**src/rtl/pc_pkg.sv**
```systemverilog
// Shared definitions for the program-counter unit: next-PC select encoding,
// instruction size and default vectors.
package pc_pkg;

    typedef enum logic [2:0] {
        SEL_SEQ,
        SEL_BR,
        SEL_J,
        SEL_JR,
        SEL_RAS,
        SEL_EXC
    } nextSel_e;

    localparam int          INSTR_BYTES          = 4;
    localparam logic [31:0] DEFAULT_RESET_VECTOR = 32'h0000_0000;
    localparam logic [31:0] DEFAULT_EXC_VECTOR   = 32'h0000_0080;

endpackage

```
**src/rtl/pc_unit_ras_stack.sv**
```systemverilog
// Circular return-address stack. topPtr always indexes the most recent
// entry; a push onto a full stack silently overwrites the oldest entry.
module ras_stack
    import pc_pkg::*;
#(
    parameter int W         = 32,
    parameter int RAS_DEPTH = 4
) (
    input  logic         clk,
    input  logic         reset,
    input  logic         push,
    input  logic         pop,
    input  logic [W-1:0] pushData,
    output logic [W-1:0] top,
    output logic         empty,
    output logic         full
);

    localparam int PW = $clog2(RAS_DEPTH);
    localparam int CW = PW + 1;

    logic [W-1:0]  entries [RAS_DEPTH];
    logic [PW-1:0] topPtr;
    logic [PW-1:0] nextPtr;
    logic [CW-1:0] count;
    logic          popValid;

    // Status flags and top-of-stack view; an empty stack reads as zero.
    always_comb begin
        empty    = (count == '0);
        full     = (count == CW'(RAS_DEPTH));
        popValid = pop && !empty;
        nextPtr  = topPtr + PW'(1);
        top      = empty ? '0 : entries[topPtr];
    end

    // Push/pop bookkeeping; a simultaneous push and valid pop replaces the top.
    always_ff @(posedge clk or posedge reset) begin
        if (reset) begin
            for (int i = 0; i < RAS_DEPTH; i++) begin
                entries[i] <= '0;
            end
            topPtr <= '0;
            count  <= '0;
        end else if (push && popValid) begin
            entries[topPtr] <= pushData;
        end else if (push) begin
            entries[nextPtr] <= pushData;
            topPtr           <= nextPtr;
            if (!full) begin
                count <= count + CW'(1);
            end
        end else if (popValid) begin
            topPtr <= topPtr - PW'(1);
            count  <= count - CW'(1);
        end
    end

endmodule

```
**src/rtl/pc_unit.sv**
```systemverilog
// Program-counter unit: selects the next fetch address (sequential, branch,
// jump, jump-register or return prediction) and keeps a return-address stack.
// Optional misaligned-target trap is enabled with the PC_MISALIGN_EN macro.
module pc_unit
    import pc_pkg::*;
#(
    parameter int          W            = 32,
    parameter logic [31:0] RESET_VECTOR = DEFAULT_RESET_VECTOR,
    parameter int          RAS_DEPTH    = 4
`ifdef PC_MISALIGN_EN
    ,
    parameter logic [31:0] EXC_VECTOR   = DEFAULT_EXC_VECTOR
`endif
) (
    input  logic         clk,
    input  logic         reset,
    input  logic         stall,
    input  logic         SaltoCond,
    input  logic         branch_ne,
    input  logic         oZero,
    input  logic [W-1:0] extSigno,
    input  logic         jump,
    input  logic [25:0]  jump_target,
    input  logic         jump_reg,
    input  logic [W-1:0] reg_target,
    input  logic         call,
    input  logic         ret,
    output logic [W-1:0] direinstrux,
    output logic [W-1:0] pc_plus4,
    output logic [W-1:0] ras_top,
    output logic         ras_empty,
    output logic         ras_full
`ifdef PC_MISALIGN_EN
    ,
    output logic         misalign
`endif
);

    localparam logic [W-1:0] RESET_PC = W'(RESET_VECTOR);
`ifdef PC_MISALIGN_EN
    localparam logic [W-1:0] EXC_PC   = W'(EXC_VECTOR);
`endif

    nextSel_e     sel;
    logic [W-1:0] branchTarget;
    logic [W-1:0] jumpAddr;
    logic [W-1:0] nextPc;
    logic         taken;
    logic         misalignNext;
    logic         rasPush;
    logic         rasPop;

    // Candidate targets, all derived from the current PC.
    always_comb begin
        pc_plus4     = direinstrux + W'(INSTR_BYTES);
        branchTarget = pc_plus4 + (extSigno << 2);
        jumpAddr     = {pc_plus4[W-1:28], jump_target, 2'b00};
        taken        = SaltoCond && (oZero ^ branch_ne);
    end

    // Next-PC priority: jump_reg over jump over taken branch over sequential.
    always_comb begin
        sel          = SEL_SEQ;
        nextPc       = pc_plus4;
        misalignNext = 1'b0;
        if (jump_reg) begin
            sel = (ret && !ras_empty) ? SEL_RAS : SEL_JR;
        end else if (jump) begin
            sel = SEL_J;
        end else if (taken) begin
            sel = SEL_BR;
        end
`ifdef PC_MISALIGN_EN
        case (sel)
            SEL_BR:  misalignNext = (branchTarget[1:0] != 2'b00);
            SEL_J:   misalignNext = 1'b0;
            SEL_JR:  misalignNext = (reg_target[1:0] != 2'b00);
            SEL_RAS: misalignNext = (ras_top[1:0] != 2'b00);
            default: misalignNext = (pc_plus4[1:0] != 2'b00);
        endcase
        if (misalignNext) begin
            sel = SEL_EXC;
        end
`endif
        case (sel)
            SEL_BR:  nextPc = branchTarget;
            SEL_J:   nextPc = jumpAddr;
            SEL_JR:  nextPc = reg_target;
            SEL_RAS: nextPc = ras_top;
`ifdef PC_MISALIGN_EN
            SEL_EXC: nextPc = EXC_PC;
`endif
            default: nextPc = pc_plus4;
        endcase
    end

    // Stall freezes both the PC and the return-address stack.
    always_comb begin
        rasPush = call && !stall;
        rasPop  = ret && jump_reg && !stall;
    end

    // PC register.
    always_ff @(posedge clk or posedge reset) begin
        if (reset) begin
            direinstrux <= RESET_PC;
        end else if (!stall) begin
            direinstrux <= nextPc;
        end
    end

`ifdef PC_MISALIGN_EN
    // One-cycle flag marking that the PC was redirected to the trap vector.
    always_ff @(posedge clk or posedge reset) begin
        if (reset) begin
            misalign <= 1'b0;
        end else begin
            misalign <= misalignNext && !stall;
        end
    end
`endif

    ras_stack #(
        .W         (W),
        .RAS_DEPTH (RAS_DEPTH)
    ) u_ras (
        .clk      (clk),
        .reset    (reset),
        .push     (rasPush),
        .pop      (rasPop),
        .pushData (pc_plus4),
        .top      (ras_top),
        .empty    (ras_empty),
        .full     (ras_full)
    );

endmodule

```
**config.mk**
```make
export PLATFORM = sky130hd
export DESIGN_NAME = pc_unit
export DESIGN_NICKNAME = d
export VERILOG_FILES = /design/src/rtl/pc_pkg.sv /design/src/rtl/pc_unit_ras_stack.sv /design/src/rtl/pc_unit.sv
export SDC_FILE = /design/constraint.sdc
export NUM_CORES = 1
export LEC_CHECK = 0
export BUFFER_PORTS_ARGS = -buffer_cell sky130_fd_sc_hd__buf_2
export CAP_MARGIN = 10
export CORE_AREA = 2 2 147 149
export DETAILED_ROUTE_END_ITERATION = 8
export DIE_AREA = 0 0 149 151
export GPL_TIMING_DRIVEN = 0
export PLACE_DENSITY = 0.76
export SLEW_MARGIN = 20
export SYNTH_ARGS = -nofsm -noshare
export SYNTH_HDL_FRONTEND = slang
export SYNTH_SLANG_ARGS = --single-unit
```
**constraint.sdc**
```tcl
create_clock -name clk -period 4.6 [get_ports clk]
set_input_delay 0 -clock clk [delete_from_list [all_inputs] [get_ports clk]]
set_output_delay 0 -clock clk [all_outputs]
set_load 0.05 [all_outputs]
```
==> flow_summary.json <==
{
  "io_pins": 198,
  "cts_root_buf": "clkbuf_16",
  "grt_pass1_wl_um": 57500,
  "r2r-end": "direinstrux[29]$_DFFE_PP0N_",
  "synth_top_area_frac": 0.393,
  "drive_gt1_frac": 0.238,
  "drv_slew": 0,
  "avgRoutedWirePerCell_um": 22.9,
  "cts_buffer_depth": 2,
  "hp-class": "input pin to register",
  "ir_worst_vdd_mv": 0.596,
  "cts.sinks": 165,
  "layout.nets": 1524,
  "firstDrtPassIters": 8,
  "worstRegToRegCells": 16,
  "synth-main-ff-cell": "dfrtp_1",
  "grtUsageMet2": 0.556,
  "route.detailed.drc": 0,
  "final_area_um2": 12600,
  "critPathRequiredTime_ps": 4980,
  "rsz0062_at_grt": "false",
  "reg2reg_slack_ps": 280,
  "cp.depth": 16,
  "grt_max_degree": 103,
  "utilization": 0.606,
  "dp_hpwl_um": 28700,
  "synth-seq-cells": 165,
  "yosysTopAreaCell": "dfrtp_1",
  "critPathKind": "register to register",
  "period_share": 0.940,
  "setup.worst_path.end": "direinstrux[29]$_DFFE_PP0N_",
  "postPlaceCellArea_um2": 11800,
  "finalSetupViolCount": 0,
  "gr-usage-met1": 0.428,
  "crit_path_max_fanout": 7,
  "start_util": 0.504,
  "track_usage": 0.343,
  "synth_edf_count": 0,
  "setup_slack_ps": 276,
  "hold_viol": 0,
  "num_rows": 53,
  "worstSkewPairLatency_ps": 440,
  "postRouteAntennaNets": 0,
  "antenna_cells": 0,
  "area_growth_pct": 20.2,
  "ys_types": 71,
  "vias_per_cell": 6.26,
  "htree_levels": 4,
  "grt_busiest_layer": "met2",
  "crit_arrival_ps": 4700,
  "p_per_area_nw_per_um2": 810,
  "synthCells": 1157,
  "drtIter0Drc": 1261,
  "grt_pass1_vias": 10300,
  "grt_overflow_total": 0,
  "crit_chain": "ha_1 > nand2_2 > nor3_4 > and2_0 > buf_2 > xnor2_1 > inv_1 > ha_1 > a21oi_1 > o21ai_0 > nand3_1 > nand3_1 > a31oi_1 > nor3_1 > o311a_1 > nand2_1",
  "worst-slew-pin-transition_ps": 857,
  "crit_path_start_kind": "register",
  "ys_warn_count": 0,
  "synth_fp_nets": 1300,
  "cts_buffers": 17,
  "min_period_ps": 4320,
  "finClkSkew_ps": 8.08,
  "outcome": "finished, final reports clean",
  "cp.buffers_inverters": 2,
  "postSynthAreaPerCell_um2": 9.07,
  "drt-total-wl_um": 38200,
  "finalSetupTns_ps": 0,
  "routed-via-count": 10400,
  "rr_startpoint": "direinstrux[3]$_DFFE_PP0N_",
  "critPathTopFamily": "compound AO/OA/AOI/OAI gates",
  "cp-end-kind": "register",
  "place_ws_ps": 241,
  "synthTopCellsByArea": "dfrtp_1 (39%), a21oi_1 (8.1%), mux4_2 (6.9%)",
  "grtUsageMet3": 0.0756,
  "fillers": 1795,
  "critPathLaunch": "direinstrux[3]$_DFFE_PP0N_",
  "syn_area_um2": 10500,
  "clk_pin_slew_ps": 70,
  "globalplace.congestion": 0.963,
  "fp.dieW_um": 149,
  "relSlewSlack": 0.424,
  "die-area_um2": 22500,
  "drv_cap": 0,
  "critPathSlowestCell": "dfrtp_1",
  "p_leak_uw": 0.00560,
  "antenna_found_initial": 0,
  "async_reset_ff_frac": 1.00,
  "numPortBuffers": 194,
  "fmaxAchievable_ghz": 0.231,
  "fp.coreArea_um2": 20800,
  "critPathMaxStageDelay_ps": 440,
  "die_h_um": 151,
  "cts_tree": "yes",
  "yosysSeqAreaShare": 0.393
}
flip-flops by register name, indices dropped and copies added (netlist names):
name	count
u_ras.entries	128
direinstrux	32
u_ras.topPtr	2
u_ras.count	3
cells in the mapped netlist, drive strengths merged, types with 3 or more instances:
cell type  count
xor2          19
a21o          11
o21a           4
a222oi         3
clkbuf        35
nand2         77
o31ai          4
a221o          7
nand4         14
mux2          19
o2111ai        3
or3            3
a221oi        11
xnor2         35
dfrtp        165
ha            41
a311oi         4
o21ai         48
buf           35
a31oi         11
a22oi          9
a21oi        174
and2          39
mux2i          8
inv           50
and3          10
mux4          32
nand2b         8
nor2         165
o311ai         4
nor4           3
o211ai         4
o22ai          7
nand3         42
a211oi         4
nor3          13
nor2b         11
worst min-delay path, delay by kind of cell:
kind            cells  cell delay [ps]
compound gates      3              260
buf+inv             1               90
simple gates        1               50
timing repair:
action / CTS / global route
setup endpoints to repair: 0 / 4
hold buffers: 10 / 0
buffers inserted: 0 / 0
endpoints found under the hold margin: 70 / 0
gates resized for setup: 0 / 6
cell families (layout without fill, tap and decap cells):
kind of cell | after synthesis | in the layout | share of synthesized area
AO/OA/AOI/OAI | 321 | 321 | 0.185
XOR/XNOR | 54 | 54 | 0.0465
adder cells (fa/ha/maj) | 43 | 43 | 0.0527
buffers and inverters | 121 | 358 | 0.0478
flip-flops | 165 | 165 | 0.393
multiplexers | 59 | 59 | 0.0967
AND/OR/NAND/NOR | 394 | 394 | 0.178
layout make-up:
type | count | area (µm²) | area share
inverter | 51 | 199 | 0.0158
timing repair buffer | 205 | 1100 | 0.0871
buffer | 70 | 310 | 0.0246
multi-input combinational | 871 | 5910 | 0.468
clock buffer | 21 | 450 | 0.0357
sequential | 165 | 4130 | 0.327
clock inverter | 11 | 174 | 0.0138
tap | 275 | 344 | 0.0273
through the flow:
stage / hold WS, ps / std cells / power [µW]
2_1_floorplan: 177 / 1157 / 6890
3_5_place_dp: 67.0 / 1627 / 8520
3_3_place_gp: 322 / 1626 / 8400
5_1_grt: 34.8 / 1669 / 10700
6_report: 9.77 / 1669 / 10200
4_1_cts: 2.95 / 1669 / 10100
metal layers:
layer | wire length (µm) | vias up
met3 | 4000 | 160
met5 | 0 | -
met2 | 17600 | 707
met1 | 14300 | 5009
li1 | - | 4568
met4 | 2190 | 0
placed cells by master, fill, tap and decap left out, types with 5 or more instances in the layout:
master,instances
clkbuf_16,17
dfrtp_1,165
nand2_1,76
nor2_1,165
dlygate4sd3_1,10
a221o_1,7
inv_1,49
a21oi_1,170
nand2b_1,8
nand4_1,12
ha_1,41
mux2i_1,8
nor2b_1,11
xor2_2,5
and2_1,37
buf_2,217
xor2_1,14
nand3_1,39
buf_4,5
mux2_2,19
o22ai_1,7
a221oi_1,11
a21o_1,11
xnor2_1,33
o21ai_1,8
a22oi_1,9
a31oi_1,11
clkbuf_1,38
buf_1,7
o21ai_0,40
nor3_1,11
and3_1,10
mux4_2,32
worst min path at each step:
| stage | startpoint | cells after the start | end | slack [ps] |
|---|---|---|---|---|
| floorplan | reg_target[0] | 2 | direinstrux[0]$_DFFE_PP0P_ | 180 |
| global placement | reg_target[0] | 3 | direinstrux[0]$_DFFE_PP0P_ | 320 |
| detailed placement | reset | 2 | u_ras.entries[26]$_DFFE_PP0P_ | 70 |
| CTS | jump_target[1] | 5 | direinstrux[3]$_DFFE_PP0N_ | 3 |
| global route | reg_target[28] | 4 | direinstrux[28]$_DFFE_PP0N_ | 30 |
| finish | jump_target[1] | 5 | direinstrux[3]$_DFFE_PP0N_ | 10 |
power by group:
| part | internal [µW] | leakage [µW] | switching (µW) | total (µW) |
|---|---|---|---|---|
| combinational | 1930 | 0.00341 | 4160 | 6080 |
| clock | 928 | 0.000306 | 614 | 1540 |
| sequential | 2120 | 0.00188 | 477 | 2590 |
| total | 4970 | 0.00560 | 5250 | 10200 |
Power figures use the tool's default switching activity.
